### src/rtl/dmem_arbiter_if.sv
// Purpose : bundles the two requester ports and the memory command port of dmem_arbiter.
// Latency : none; wires only.
// Backpres: requesters hold i_reqN until o_gntN; the arbiter side is the slave modport.
// Ports   : i_reqN/i_weN/i_addrN/i_wdataN in, o_gntN/o_doneN/o_rdataN out (N=0 CPU, 1 UART);
//           o_mem_en/o_mem_we/o_mem_addr/o_mem_wdata out, i_mem_rdata in, o_busy out.
interface dmem_arbiter_if #(
  parameter int ADDR_W = 5,
  parameter int DATA_W = 32
);
  logic              i_req0;
  logic              i_req1;
  logic              i_we0;
  logic              i_we1;
  logic [ADDR_W-1:0] i_addr0;
  logic [ADDR_W-1:0] i_addr1;
  logic [DATA_W-1:0] i_wdata0;
  logic [DATA_W-1:0] i_wdata1;
  logic              o_gnt0;
  logic              o_gnt1;
  logic              o_done0;
  logic              o_done1;
  logic [DATA_W-1:0] o_rdata0;
  logic [DATA_W-1:0] o_rdata1;
  logic              o_mem_en;
  logic              o_mem_we;
  logic [ADDR_W-1:0] o_mem_addr;
  logic [DATA_W-1:0] o_mem_wdata;
  logic [DATA_W-1:0] i_mem_rdata;
  logic              o_busy;

  // Arbiter side.
  modport slave (
    input  i_req0, i_req1, i_we0, i_we1, i_addr0, i_addr1, i_wdata0, i_wdata1,
    input  i_mem_rdata,
    output o_gnt0, o_gnt1, o_done0, o_done1, o_rdata0, o_rdata1,
    output o_mem_en, o_mem_we, o_mem_addr, o_mem_wdata, o_busy
  );

  // Requester / memory environment side.
  modport master (
    output i_req0, i_req1, i_we0, i_we1, i_addr0, i_addr1, i_wdata0, i_wdata1,
    output i_mem_rdata,
    input  o_gnt0, o_gnt1, o_done0, o_done1, o_rdata0, o_rdata1,
    input  o_mem_en, o_mem_we, o_mem_addr, o_mem_wdata, o_busy
  );
endinterface

### src/rtl/dmem_arbiter.sv
// Purpose : round-robin arbiter/sequencer giving CPU (0) and UART loader (1) access to one
//           single-port data memory, one access at a time; all outputs registered.
// Latency : req in IDLE at cycle 0 -> gnt + mem_en cycle 1 -> done (+rdata) cycle 3; 1 access / 3 cycles.
// Backpres: a requester holds req until its gnt pulse; the loser stays pending untouched.
// Ports   : clk, rst (async, active-low); bus = dmem_arbiter_if.slave (requesters + memory port).
module dmem_arbiter #(
  parameter int ADDR_W = 5,
  parameter int DATA_W = 32
) (
  input  logic           clk,
  input  logic           rst,
  dmem_arbiter_if.slave  bus
);

  typedef enum logic [1:0] {
    ST_IDLE  = 2'b00,
    ST_ISSUE = 2'b01,
    ST_RESP  = 2'b10
  } state_t;

  state_t            r_state, w_state_nx;
  logic              r_prio,      w_prio_nx;
  logic              r_owner,     w_owner_nx;
  logic              r_we,        w_we_nx;
  logic              r_gnt0,      w_gnt0_nx;
  logic              r_gnt1,      w_gnt1_nx;
  logic              r_done0,     w_done0_nx;
  logic              r_done1,     w_done1_nx;
  logic [DATA_W-1:0] r_rdata0,    w_rdata0_nx;
  logic [DATA_W-1:0] r_rdata1,    w_rdata1_nx;
  logic              r_mem_en,    w_mem_en_nx;
  logic              r_mem_we,    w_mem_we_nx;
  logic [ADDR_W-1:0] r_mem_addr,  w_mem_addr_nx;
  logic [DATA_W-1:0] r_mem_wdata, w_mem_wdata_nx;
  logic              r_busy,      w_busy_nx;

  logic w_any;
  logic w_win;

  assign w_any = bus.i_req0 | bus.i_req1;
  // A lone requester wins outright; on a tie the round-robin pointer decides.
  assign w_win = (bus.i_req0 & bus.i_req1) ? r_prio : bus.i_req1;

  // State and output registers.
  always_ff @(posedge clk or negedge rst) begin
    if (!rst) begin
      r_state     <= ST_IDLE;
      r_prio      <= 1'b0;
      r_owner     <= 1'b0;
      r_we        <= 1'b0;
      r_gnt0      <= 1'b0;
      r_gnt1      <= 1'b0;
      r_done0     <= 1'b0;
      r_done1     <= 1'b0;
      r_rdata0    <= '0;
      r_rdata1    <= '0;
      r_mem_en    <= 1'b0;
      r_mem_we    <= 1'b0;
      r_mem_addr  <= '0;
      r_mem_wdata <= '0;
      r_busy      <= 1'b0;
    end else begin
      r_state     <= w_state_nx;
      r_prio      <= w_prio_nx;
      r_owner     <= w_owner_nx;
      r_we        <= w_we_nx;
      r_gnt0      <= w_gnt0_nx;
      r_gnt1      <= w_gnt1_nx;
      r_done0     <= w_done0_nx;
      r_done1     <= w_done1_nx;
      r_rdata0    <= w_rdata0_nx;
      r_rdata1    <= w_rdata1_nx;
      r_mem_en    <= w_mem_en_nx;
      r_mem_we    <= w_mem_we_nx;
      r_mem_addr  <= w_mem_addr_nx;
      r_mem_wdata <= w_mem_wdata_nx;
      r_busy      <= w_busy_nx;
    end
  end

  // Next-state logic.
  always_comb begin
    w_state_nx = ST_IDLE;
    case (r_state)
      ST_IDLE:  w_state_nx = w_any ? ST_ISSUE : ST_IDLE;
      ST_ISSUE: w_state_nx = ST_RESP;
      ST_RESP:  w_state_nx = ST_IDLE;
      default:  w_state_nx = ST_IDLE;
    endcase
  end

  // Next-output logic. Strobes default low so gnt, mem_en, mem_we and done are single-cycle;
  // mem_addr/mem_wdata double as the latched request and hold through RESP.
  always_comb begin
    w_prio_nx      = r_prio;
    w_owner_nx     = r_owner;
    w_we_nx        = r_we;
    w_gnt0_nx      = 1'b0;
    w_gnt1_nx      = 1'b0;
    w_done0_nx     = 1'b0;
    w_done1_nx     = 1'b0;
    w_rdata0_nx    = r_rdata0;
    w_rdata1_nx    = r_rdata1;
    w_mem_en_nx    = 1'b0;
    w_mem_we_nx    = 1'b0;
    w_mem_addr_nx  = r_mem_addr;
    w_mem_wdata_nx = r_mem_wdata;
    case (r_state)
      ST_IDLE: begin
        if (w_any) begin
          w_owner_nx     = w_win;
          w_we_nx        = w_win ? bus.i_we1    : bus.i_we0;
          w_gnt0_nx      = ~w_win;
          w_gnt1_nx      = w_win;
          w_mem_en_nx    = 1'b1;
          w_mem_we_nx    = w_win ? bus.i_we1    : bus.i_we0;
          w_mem_addr_nx  = w_win ? bus.i_addr1  : bus.i_addr0;
          w_mem_wdata_nx = w_win ? bus.i_wdata1 : bus.i_wdata0;
        end
      end
      ST_RESP: begin
        // Memory read data is valid now, one cycle after the strobe in ISSUE.
        if (!r_we) begin
          if (r_owner) w_rdata1_nx = bus.i_mem_rdata;
          else         w_rdata0_nx = bus.i_mem_rdata;
        end
        w_done0_nx = ~r_owner;
        w_done1_nx = r_owner;
        w_prio_nx  = ~r_owner;
      end
      default: ;
    endcase
  end

  assign w_busy_nx = (w_state_nx == ST_ISSUE) || (w_state_nx == ST_RESP);

  assign bus.o_gnt0      = r_gnt0;
  assign bus.o_gnt1      = r_gnt1;
  assign bus.o_done0     = r_done0;
  assign bus.o_done1     = r_done1;
  assign bus.o_rdata0    = r_rdata0;
  assign bus.o_rdata1    = r_rdata1;
  assign bus.o_mem_en    = r_mem_en;
  assign bus.o_mem_we    = r_mem_we;
  assign bus.o_mem_addr  = r_mem_addr;
  assign bus.o_mem_wdata = r_mem_wdata;
  assign bus.o_busy      = r_busy;

endmodule

### src/flat_wrapper.sv
// flat-port wrapper written by rule: the top's interface ports become plain ports
module dmem_arbiter_flat 
#(
  parameter int ADDR_W = 5,
  parameter int DATA_W = 32
)
  (clk, rst, bus_i_req0, bus_i_req1, bus_i_we0, bus_i_we1, bus_i_addr0, bus_i_addr1, bus_i_wdata0, bus_i_wdata1, bus_i_mem_rdata, bus_o_gnt0, bus_o_gnt1, bus_o_done0, bus_o_done1, bus_o_rdata0, bus_o_rdata1, bus_o_mem_en, bus_o_mem_we, bus_o_mem_addr, bus_o_mem_wdata, bus_o_busy);
  dmem_arbiter_if #(.ADDR_W(ADDR_W), .DATA_W(DATA_W)) bus_i ();
  input  logic clk;
  input  logic rst;
  input wire logic [$bits(bus_i.i_req0)-1:0] bus_i_req0;
  input wire logic [$bits(bus_i.i_req1)-1:0] bus_i_req1;
  input wire logic [$bits(bus_i.i_we0)-1:0] bus_i_we0;
  input wire logic [$bits(bus_i.i_we1)-1:0] bus_i_we1;
  input wire logic [$bits(bus_i.i_addr0)-1:0] bus_i_addr0;
  input wire logic [$bits(bus_i.i_addr1)-1:0] bus_i_addr1;
  input wire logic [$bits(bus_i.i_wdata0)-1:0] bus_i_wdata0;
  input wire logic [$bits(bus_i.i_wdata1)-1:0] bus_i_wdata1;
  input wire logic [$bits(bus_i.i_mem_rdata)-1:0] bus_i_mem_rdata;
  output wire logic [$bits(bus_i.o_gnt0)-1:0] bus_o_gnt0;
  output wire logic [$bits(bus_i.o_gnt1)-1:0] bus_o_gnt1;
  output wire logic [$bits(bus_i.o_done0)-1:0] bus_o_done0;
  output wire logic [$bits(bus_i.o_done1)-1:0] bus_o_done1;
  output wire logic [$bits(bus_i.o_rdata0)-1:0] bus_o_rdata0;
  output wire logic [$bits(bus_i.o_rdata1)-1:0] bus_o_rdata1;
  output wire logic [$bits(bus_i.o_mem_en)-1:0] bus_o_mem_en;
  output wire logic [$bits(bus_i.o_mem_we)-1:0] bus_o_mem_we;
  output wire logic [$bits(bus_i.o_mem_addr)-1:0] bus_o_mem_addr;
  output wire logic [$bits(bus_i.o_mem_wdata)-1:0] bus_o_mem_wdata;
  output wire logic [$bits(bus_i.o_busy)-1:0] bus_o_busy;
  assign bus_i.i_req0 = bus_i_req0;
  assign bus_i.i_req1 = bus_i_req1;
  assign bus_i.i_we0 = bus_i_we0;
  assign bus_i.i_we1 = bus_i_we1;
  assign bus_i.i_addr0 = bus_i_addr0;
  assign bus_i.i_addr1 = bus_i_addr1;
  assign bus_i.i_wdata0 = bus_i_wdata0;
  assign bus_i.i_wdata1 = bus_i_wdata1;
  assign bus_i.i_mem_rdata = bus_i_mem_rdata;
  assign bus_o_gnt0 = bus_i.o_gnt0;
  assign bus_o_gnt1 = bus_i.o_gnt1;
  assign bus_o_done0 = bus_i.o_done0;
  assign bus_o_done1 = bus_i.o_done1;
  assign bus_o_rdata0 = bus_i.o_rdata0;
  assign bus_o_rdata1 = bus_i.o_rdata1;
  assign bus_o_mem_en = bus_i.o_mem_en;
  assign bus_o_mem_we = bus_i.o_mem_we;
  assign bus_o_mem_addr = bus_i.o_mem_addr;
  assign bus_o_mem_wdata = bus_i.o_mem_wdata;
  assign bus_o_busy = bus_i.o_busy;
  dmem_arbiter #(.ADDR_W(ADDR_W), .DATA_W(DATA_W)) u_core (.clk(clk), .rst(rst), .bus(bus_i));
endmodule
### config.mk
export PLATFORM = sky130hd
export DESIGN_NAME = dmem_arbiter_flat
export DESIGN_NICKNAME = d
export VERILOG_FILES = /design/src/rtl/dmem_arbiter_if.sv /design/src/rtl/dmem_arbiter.sv /design/src/flat_wrapper.sv
export SDC_FILE = /design/constraint.sdc
export NUM_CORES = 1
export LEC_CHECK = 0
export ABC_AREA = 1
export CORE_ASPECT_RATIO = 0.75
export CORE_MARGIN = 5
export CORE_UTILIZATION = 30
export DETAILED_ROUTE_END_ITERATION = 16
export GPL_TIMING_DRIVEN = 0
export REMOVE_ABC_BUFFERS = 1
export SYNTH_ARGS = -nofsm -noshare
export SYNTH_HDL_FRONTEND = slang
export SYNTH_SLANG_ARGS = --single-unit
### constraint.sdc
create_clock -name clk -period 2 [get_ports clk]
set_clock_uncertainty 0.2 [all_clocks]
set_input_delay 0.3 -clock clk [delete_from_list [all_inputs] [get_ports clk]]
set_output_delay 0.3 -clock clk [all_outputs]
set_load 0.005 [all_outputs]
# Word level (Yosys, flattened, before mapping)
# Cells that the tools add are included.
# totals
register_bits,113
inputBits,112
out_inout_bits,108
wordCells,45
# op_classes
n_eq_ne,4
mux,16
bitwise_logic,5
n_reduce_logical,5
# op_table
op,count
32-bit 2-to-1 mux,1
1-bit 2-to-1 mux,13
3-bit AND reduction,2
5-bit 2-to-1 mux,1
"2-bit by 1-bit equality test with 1-bit output, second input constant",2
"2-bit equality test, second input constant",2
2-bit case mux with 2 select lines,1
1-bit inverter,3
2-bit zero test,1
2-bit AND reduction,1
1-bit AND,1
1-bit logical OR,1
1-bit bitwise OR,1

# Logic depth before layout (Yosys ltp)
# depth
depth_word,5
mapped_depth,8
ltp_nobuf,6

# Worst setup path after synthesis
# No wires, ideal clock.
# synth_path
kind,flip-flop to flip-flop
startpoint,register u_core.r_state[0]
endpoint,register u_core.r_mem_wdata[11] (netlist: u_core.bus.o_mem_wdata[11])
setup_time_ps,118
t_arrival_ps,1056
t_required_ps,1682
slack_ps,627
stages_incl_launch_ff,7
path_buffers,2
period_less_slack_ps,1373
cell_sequence,dfrtp_1 -> nor2_1 -> o21ai_1 -> buf_4 -> buf_4 -> nand2_1 -> nand2_1
# synth_between
elab_chain_cells,2
# synth_rtl
element,line,rtl
from (decl),dmem_arbiter.sv:21,"state_t r_state, w_state_nx;"
from (signal assigned),dmem_arbiter.sv:63,r_state <= w_state_nx;
2-bit zero test,dmem_arbiter.sv:108,case (r_state)
2-bit AND reduction (no source line),-,
to (signal assigned),dmem_arbiter.sv:76,r_mem_wdata <= w_mem_wdata_nx;
to (decl),dmem_arbiter.sv:34,"logic [DATA_W-1:0] r_mem_wdata, w_mem_wdata_nx;"
# Every way passes these cells.
# A chain may end at the register's enable or synchronous reset.

# Final worst setup path
# layout_path
startpoint,register u_core.r_state[1]
endpoint,register u_core.r_rdata1[18] (netlist: u_core.bus.o_rdata1[18])
# layout_between
elab_chain_cells,2
# layout_rtl
element,line,rtl
2-bit equality test,dmem_arbiter.sv:108,
3-bit AND reduction (no source line),-,
to (signal assigned),dmem_arbiter.sv:72,r_rdata1 <= w_rdata1_nx;
to (decl),dmem_arbiter.sv:30,"logic [DATA_W-1:0] r_rdata1, w_rdata1_nx;"
# Every way passes these cells.

==> reports/metrics.cfg <==
[die]
die_y_um = 122
start_util_pct = 30.2
dieArea_um2 = 19500
die_x_um = 160
core_area_um2 = 16700
ioPinCount = 220
rows = 41

[pwr]
ir_worst_vdd_mv = 0.539
internal_power_mw = 8.13
switching_share_pct = 32.2
cellLeakagePower_nw = 3.89
p_comb_share_pct = 41.6
sequentialPowerShare_pct = 33.6
p_per_area_nw_per_um2 = 1510
fin_total_pwr_mw = 12.0
switchingPower_mw = 3.86
pwr-share-clk_pct = 24.8

[synthesis]
synthCells = 575
syn_avg_cell_area_um2 = 8.76
yosys.area.top_type = dfrtp_1
ys_ff_latch = 113
seq_area_frac_synth_pct = 56.1
yosysTopAreaCellShare_pct = 56.1
synth_area_leaders = dfrtp_1 56%, nand2_1 12%, nand3_1 7.7%, inv_1 7.3%, o21ai_2 4.9%
synth_cell_types = 20
netlist_area_um2 = 5040
ys_warn_count = 0

[placed_design]
io_buffers = 219
gp_congestion = 0.759
dp_hpwl_um = 9970
dp_worst_setup_slack_ns = -1.17

[timing]
finalCriticalPeriod_ns = 2.00
fin_crit_sh_pct = 100
drv_slew = 0
postLayoutSetupSlackWorst_ns = -0.00463
hold_viol_final = 0
slew_headroom_pct = 44.5
rsz0062_at_grt = yes
setup-tns-final_ns = -0.00744
worstMarginPinSlew_ns = 0.832
fmax_mhz = 499
setup_viol_count_final = 6

[layout]
syn2layout_area_growth_pct = 57.8
final_common_cell = clkdlybuf4s50_1
antenna_cells = 0
drive_gt1_share_pct = 9.05
fin_nets = 896
n_fill_cell = 1611
final_cell_mix = 217 x clkdlybuf4s50_1, 164 x nand2_1, 113 x dfrtp_1
finish.utilization_pct = 47.7

[global_routing]
grt_max_degree = 65
grt_pass1_wl_um = 23300
gr-total-overflow = 0
track_usage_pct = 15.1
grt_pass1_vias = 4212
antenna_found_initial = 0

[critical_path]
ff2ff_setup_slack_ns = -0.005
crit_path_start_kind = register
critical-path-max-stage-delay_ns = 0.59
cp.arrival_ns = 2.07
crit_path_end_kind = register
rr_worst_depth = 5
cp_slowest_cell = nand3_4
required_ns = 2.06
crit_chain = inv_2 > nor2_4 > nand3_4 > nand2_1 > o21ai_2
rr_startpoint = u_core.r_state[1]$_DFF_PN0_
crit_type = register to register
r2r-end = u_core.bus.o_rdata1[18]$_DFFE_PN0P_
critical_path_peak_fanout = 64

[clocking]
clockBufferDepth = 2
clkTransAtPathRegs_ns = 0.06
clockRootBuffer = clkbuf_16
clkLatencyLatePin_ns = 0.40
clock_sinks = 113
cts_setup_buffers = 0
cts_tree = done
htree_levels = 4
cts_buffers = 17

[route]
drcViolationCount = 0
wl_met3_um = 1150
first_pass_iters = 5
antenna_left = 0
vias_per_cell = 4.33
routed.top_layer = met4
met2WireLength_um = 6300
dr_total_vias = 4378
wl_per_cell_um = 14.5
drt_iter0_drc = 282
wirelength_um = 14700
wl_met1_um = 7090

[min_path]
hp-class = primary input to asynchronous set/reset pin

[run_status]
violations = negative setup slack
status = finished, violations left

[run]
drv_cap = 0

-- worst max-delay path: cells and delay by family (launching register included) --
kind / cells / cell delay (ns)
buf+inv: 1 / 0.08
simple gates: 3 / 1.02
compound gates: 1 / 0.07
flops: 1 / 0.43
-- synthesized netlist by cell type --
cell type	number
o21ai_2	28
a21oi_2	1
nand4_1	9
inv_1	98
nand2_1	166
nor3_1	1
nor2_1	4
o21ai_0	1
a21oi_1	1
buf_4	5
nor2_4	1
clkbuf_1	6
dfrtp_1	113
o21ai_1	38
buf_2	10
nand3_4	2
nand3_1	77
inv_2	1
buf_6	12
nor2_2	1
-- sequential cells by signal, summed over array words and instances, names as in the netlist, 2 cells and up --
name,cells
u_core.r_state,2
u_core.bus.o_mem_addr,5
u_core.bus.o_rdata1,32
u_core.bus.o_rdata0,32
u_core.bus.o_mem_wdata,32
-- cells by family (layout without fill, tap and decap cells) --
group / after synthesis / in the layout / synth area share, %
buffers and inverters: 132 / 352 / 12.2
AOI/OAI and AO/OA: 69 / 69 / 9.02
and+or+nand+nor: 261 / 262 / 22.6
DFF: 113 / 113 / 56.1
-- through the flow --
step | instance area, µm² | hold WS [ns] | cells
final | 7950 | 0.213 | 1011
after floorplan | 4790 | -0.196 | 542
after CTS | 7930 | 0.226 | 1011
after global routing | 7950 | 0.256 | 1011
after detailed placement | 7310 | 0.0932 | 978
after global placement | 7250 | 0.264 | 976
-- repair_timing --
item | CTS | global route
resized for setup | 8 | 2
endpoints found under the setup margin | 42 | 66
cloned | 1 | 0
hold endpoints to repair | 52 | 0
hold buffers | 1 | 0
pin swaps | 1 | 1
-- worst max-delay path by stage --
stage	start	end	depth (start not counted)
after global placement	rst	u_core.bus.o_rdata1[1]$_DFFE_PN0P_	1
after floorplan	u_core.r_state[0]$_DFF_PN0_	u_core.r_we$_DFFE_PN0P_	4
after global routing	u_core.r_state[1]$_DFF_PN0_	u_core.bus.o_rdata1[28]$_DFFE_PN0P_	5
final	u_core.r_state[1]$_DFF_PN0_	u_core.bus.o_rdata1[18]$_DFFE_PN0P_	5
after CTS	u_core.r_state[1]$_DFF_PN0_	u_core.bus.o_rdata1[18]$_DFFE_PN0P_	5
after detailed placement	bus_i_req0	u_core.bus.o_mem_wdata[29]$_DFFE_PN0P_	6
-- power by group through the flow --
stage / Clock (mW) / Sequential, mW / Combinational (mW)
floorplan: 0 / 4.10 / 1.79
global placement: 0 / 4.01 / 4.95
detailed placement: 0 / 4.03 / 5.01
CTS: 3.05 / 4.04 / 5.08
global route: 3.15 / 4.17 / 5.51
finish: 2.97 / 4.03 / 4.99
-- layer usage --
metal,track usage (%),vias to the layer above
met5,0,-
met4,4.44,0
met3,5.82,8
met2,21.8,136
met1,21.0,2021
li1,-,2213
-- final cells by class --
| type | instances | area, µm² | share of cell area [%] |
|---|---|---|---|
| sequential | 113 | 2830 | 35.6 |
| clock inverter | 11 | 139 | 1.75 |
| multi-input combinational | 331 | 1650 | 20.8 |
| tap | 215 | 269 | 3.39 |
| inverter | 99 | 372 | 4.68 |
| timing repair buffer | 222 | 2250 | 28.3 |
| clock buffer | 20 | 437 | 5.50 |
Note: power is estimated with default switching activity, not from simulation.
==> edit (config.mk and constraints unchanged) <==
Reset style: synchronous (`rst`), changed in one clocked block. Comments in the files are not updated.
--- a/src/rtl/dmem_arbiter.sv
+++ b/src/rtl/dmem_arbiter.sv
@@ -42,7 +42,7 @@
   assign w_win = (bus.i_req0 & bus.i_req1) ? r_prio : bus.i_req1;
 
   // State and output registers.
-  always_ff @(posedge clk or negedge rst) begin
+  always_ff @(posedge clk) begin
     if (!rst) begin
       r_state     <= ST_IDLE;
       r_prio      <= 1'b0;
Check against the original RTL: differs if rst is asserted again (counterexample within 4 cycles, from zero or initial values and one cycle with rst low); with rst held inactive, the same outputs for 10 cycles.
==> edit against the unedited design <==
  * Setup slack better by 0.21 ns
  * Cell count up 14%
  * Synthesized area down 3.2%
  * Fmax up 12%
  * Sequential share of layout area down 6.9 points
  * Final area down 0.61%
  * Sequential cell count unchanged
  * Wire length up 14%
  * Critical endpoint is now u_core.bus.o_mem_addr[1]
Power is not compared: it rests on default switching activity, and its combinational part moved more than twofold at a synthesized area within 25%.
==> edit: results (changes against the unedited design) <==
* DRT met1 WL at 7703 µm (was 7088 µm)
* Crit path to: u_core.bus.o_mem_addr[1] (was u_core.bus.o_rdata1[18])
* Metal3 WL at 1245 µm (was 1146 µm)
* Worst path slowest cell: nor2_4 (was nand3_4)
* Total Nets Final at 1042 (was 896)
* Post-synthesis compound-gate area fraction at 10.88% (was 9.019%)
* R2R setup slack at 0.26 ns (was -0.005 ns)
* Per-cell routed wire length at 14.46 µm (was 14.50 µm)
* Fmax at 556.7 MHz (was 498.8 MHz)
* First element of the critical path: bus_i_req1 (was u_core.r_state[1])
* Synth Instances at 730 (was 575)
* Synth top cells by count: 155 x nand2_1, 146 x nor2_1, 113 x dfxtp_1 (was 166 x nand2_1, 113 x dfrtp_1, 98 x inv_1)
* Iter 0 DRT Violations at 238 (was 282)
* Seq/Total Area, Yosys at 46.39% (was 56.15%)
* M1 GR Usage at 24.06% (was 21.02%)
* Gpl congestion at 0.7262 (was 0.7585)
* Post-synthesis cell type count at 17 (was 20)
* Top_reg_cell synth: dfxtp_1 (was dfrtp_1)
* Kind of cell adding the most delay to the critical path: buffers and inverters (was simple AND/OR/NAND/NOR gates)
* Mapped Area at 0.004876 mm² (was 0.005036 mm²)
* Post-placement cell area at 0.007197 mm² (was 0.007310 mm²)
* DP Worst Slack at -0.9298 ns (was -1.175 ns)
* Reg2Reg Depth at 4 (was 5)
* Async SR Flop Fraction at 0% (was 100.0%)
* Status: finished, final reports clean (was finished, violations left)
* Core Box Area at 0.01597 mm² (was 0.01667 mm²)
* Grt met3 use at 5.546% (was 5.817%)
* Met2 usage at 26.23% (was 21.84%)
* Largest net degree at the start of global routing at 55 (was 65)
==> edit: final cells by class <==
class	instances	area (µm²)	area share, %
clock inverter	14	165.2	2.091
inverter	83	324.1	4.103
sequential	113	2262	28.64
timing repair buffer	230	2355	29.82
clock buffer	17	425.4	5.387
multi-input combinational	485	2103	26.63
tap	210	262.8	3.327
==> edit: worst min-delay path by stage <==
stage | slack, ns | to | startpoint
after floorplan | 0.19 | u_core.bus.o_gnt0 | bus_i_req1
after global placement | 0.25 | u_core.bus.o_rdata0[26] | u_core.bus.o_rdata0[26]
after detailed placement | 0.25 | u_core.bus.o_rdata0[15] | u_core.bus.o_rdata0[15]
after CTS | 0.16 | u_core.bus.o_mem_wdata[16] | rst
after global routing | 0.19 | u_core.bus.o_mem_wdata[6] | rst
final | 0.18 | u_core.bus.o_mem_wdata[16] | rst
==> edit: what timing repair did <==
item                       CTS  global route
gates resized for setup      4             4
buffers inserted             2             4
pin swaps                    2             1
setup endpoints to repair   64            52
gates cloned                 2             0
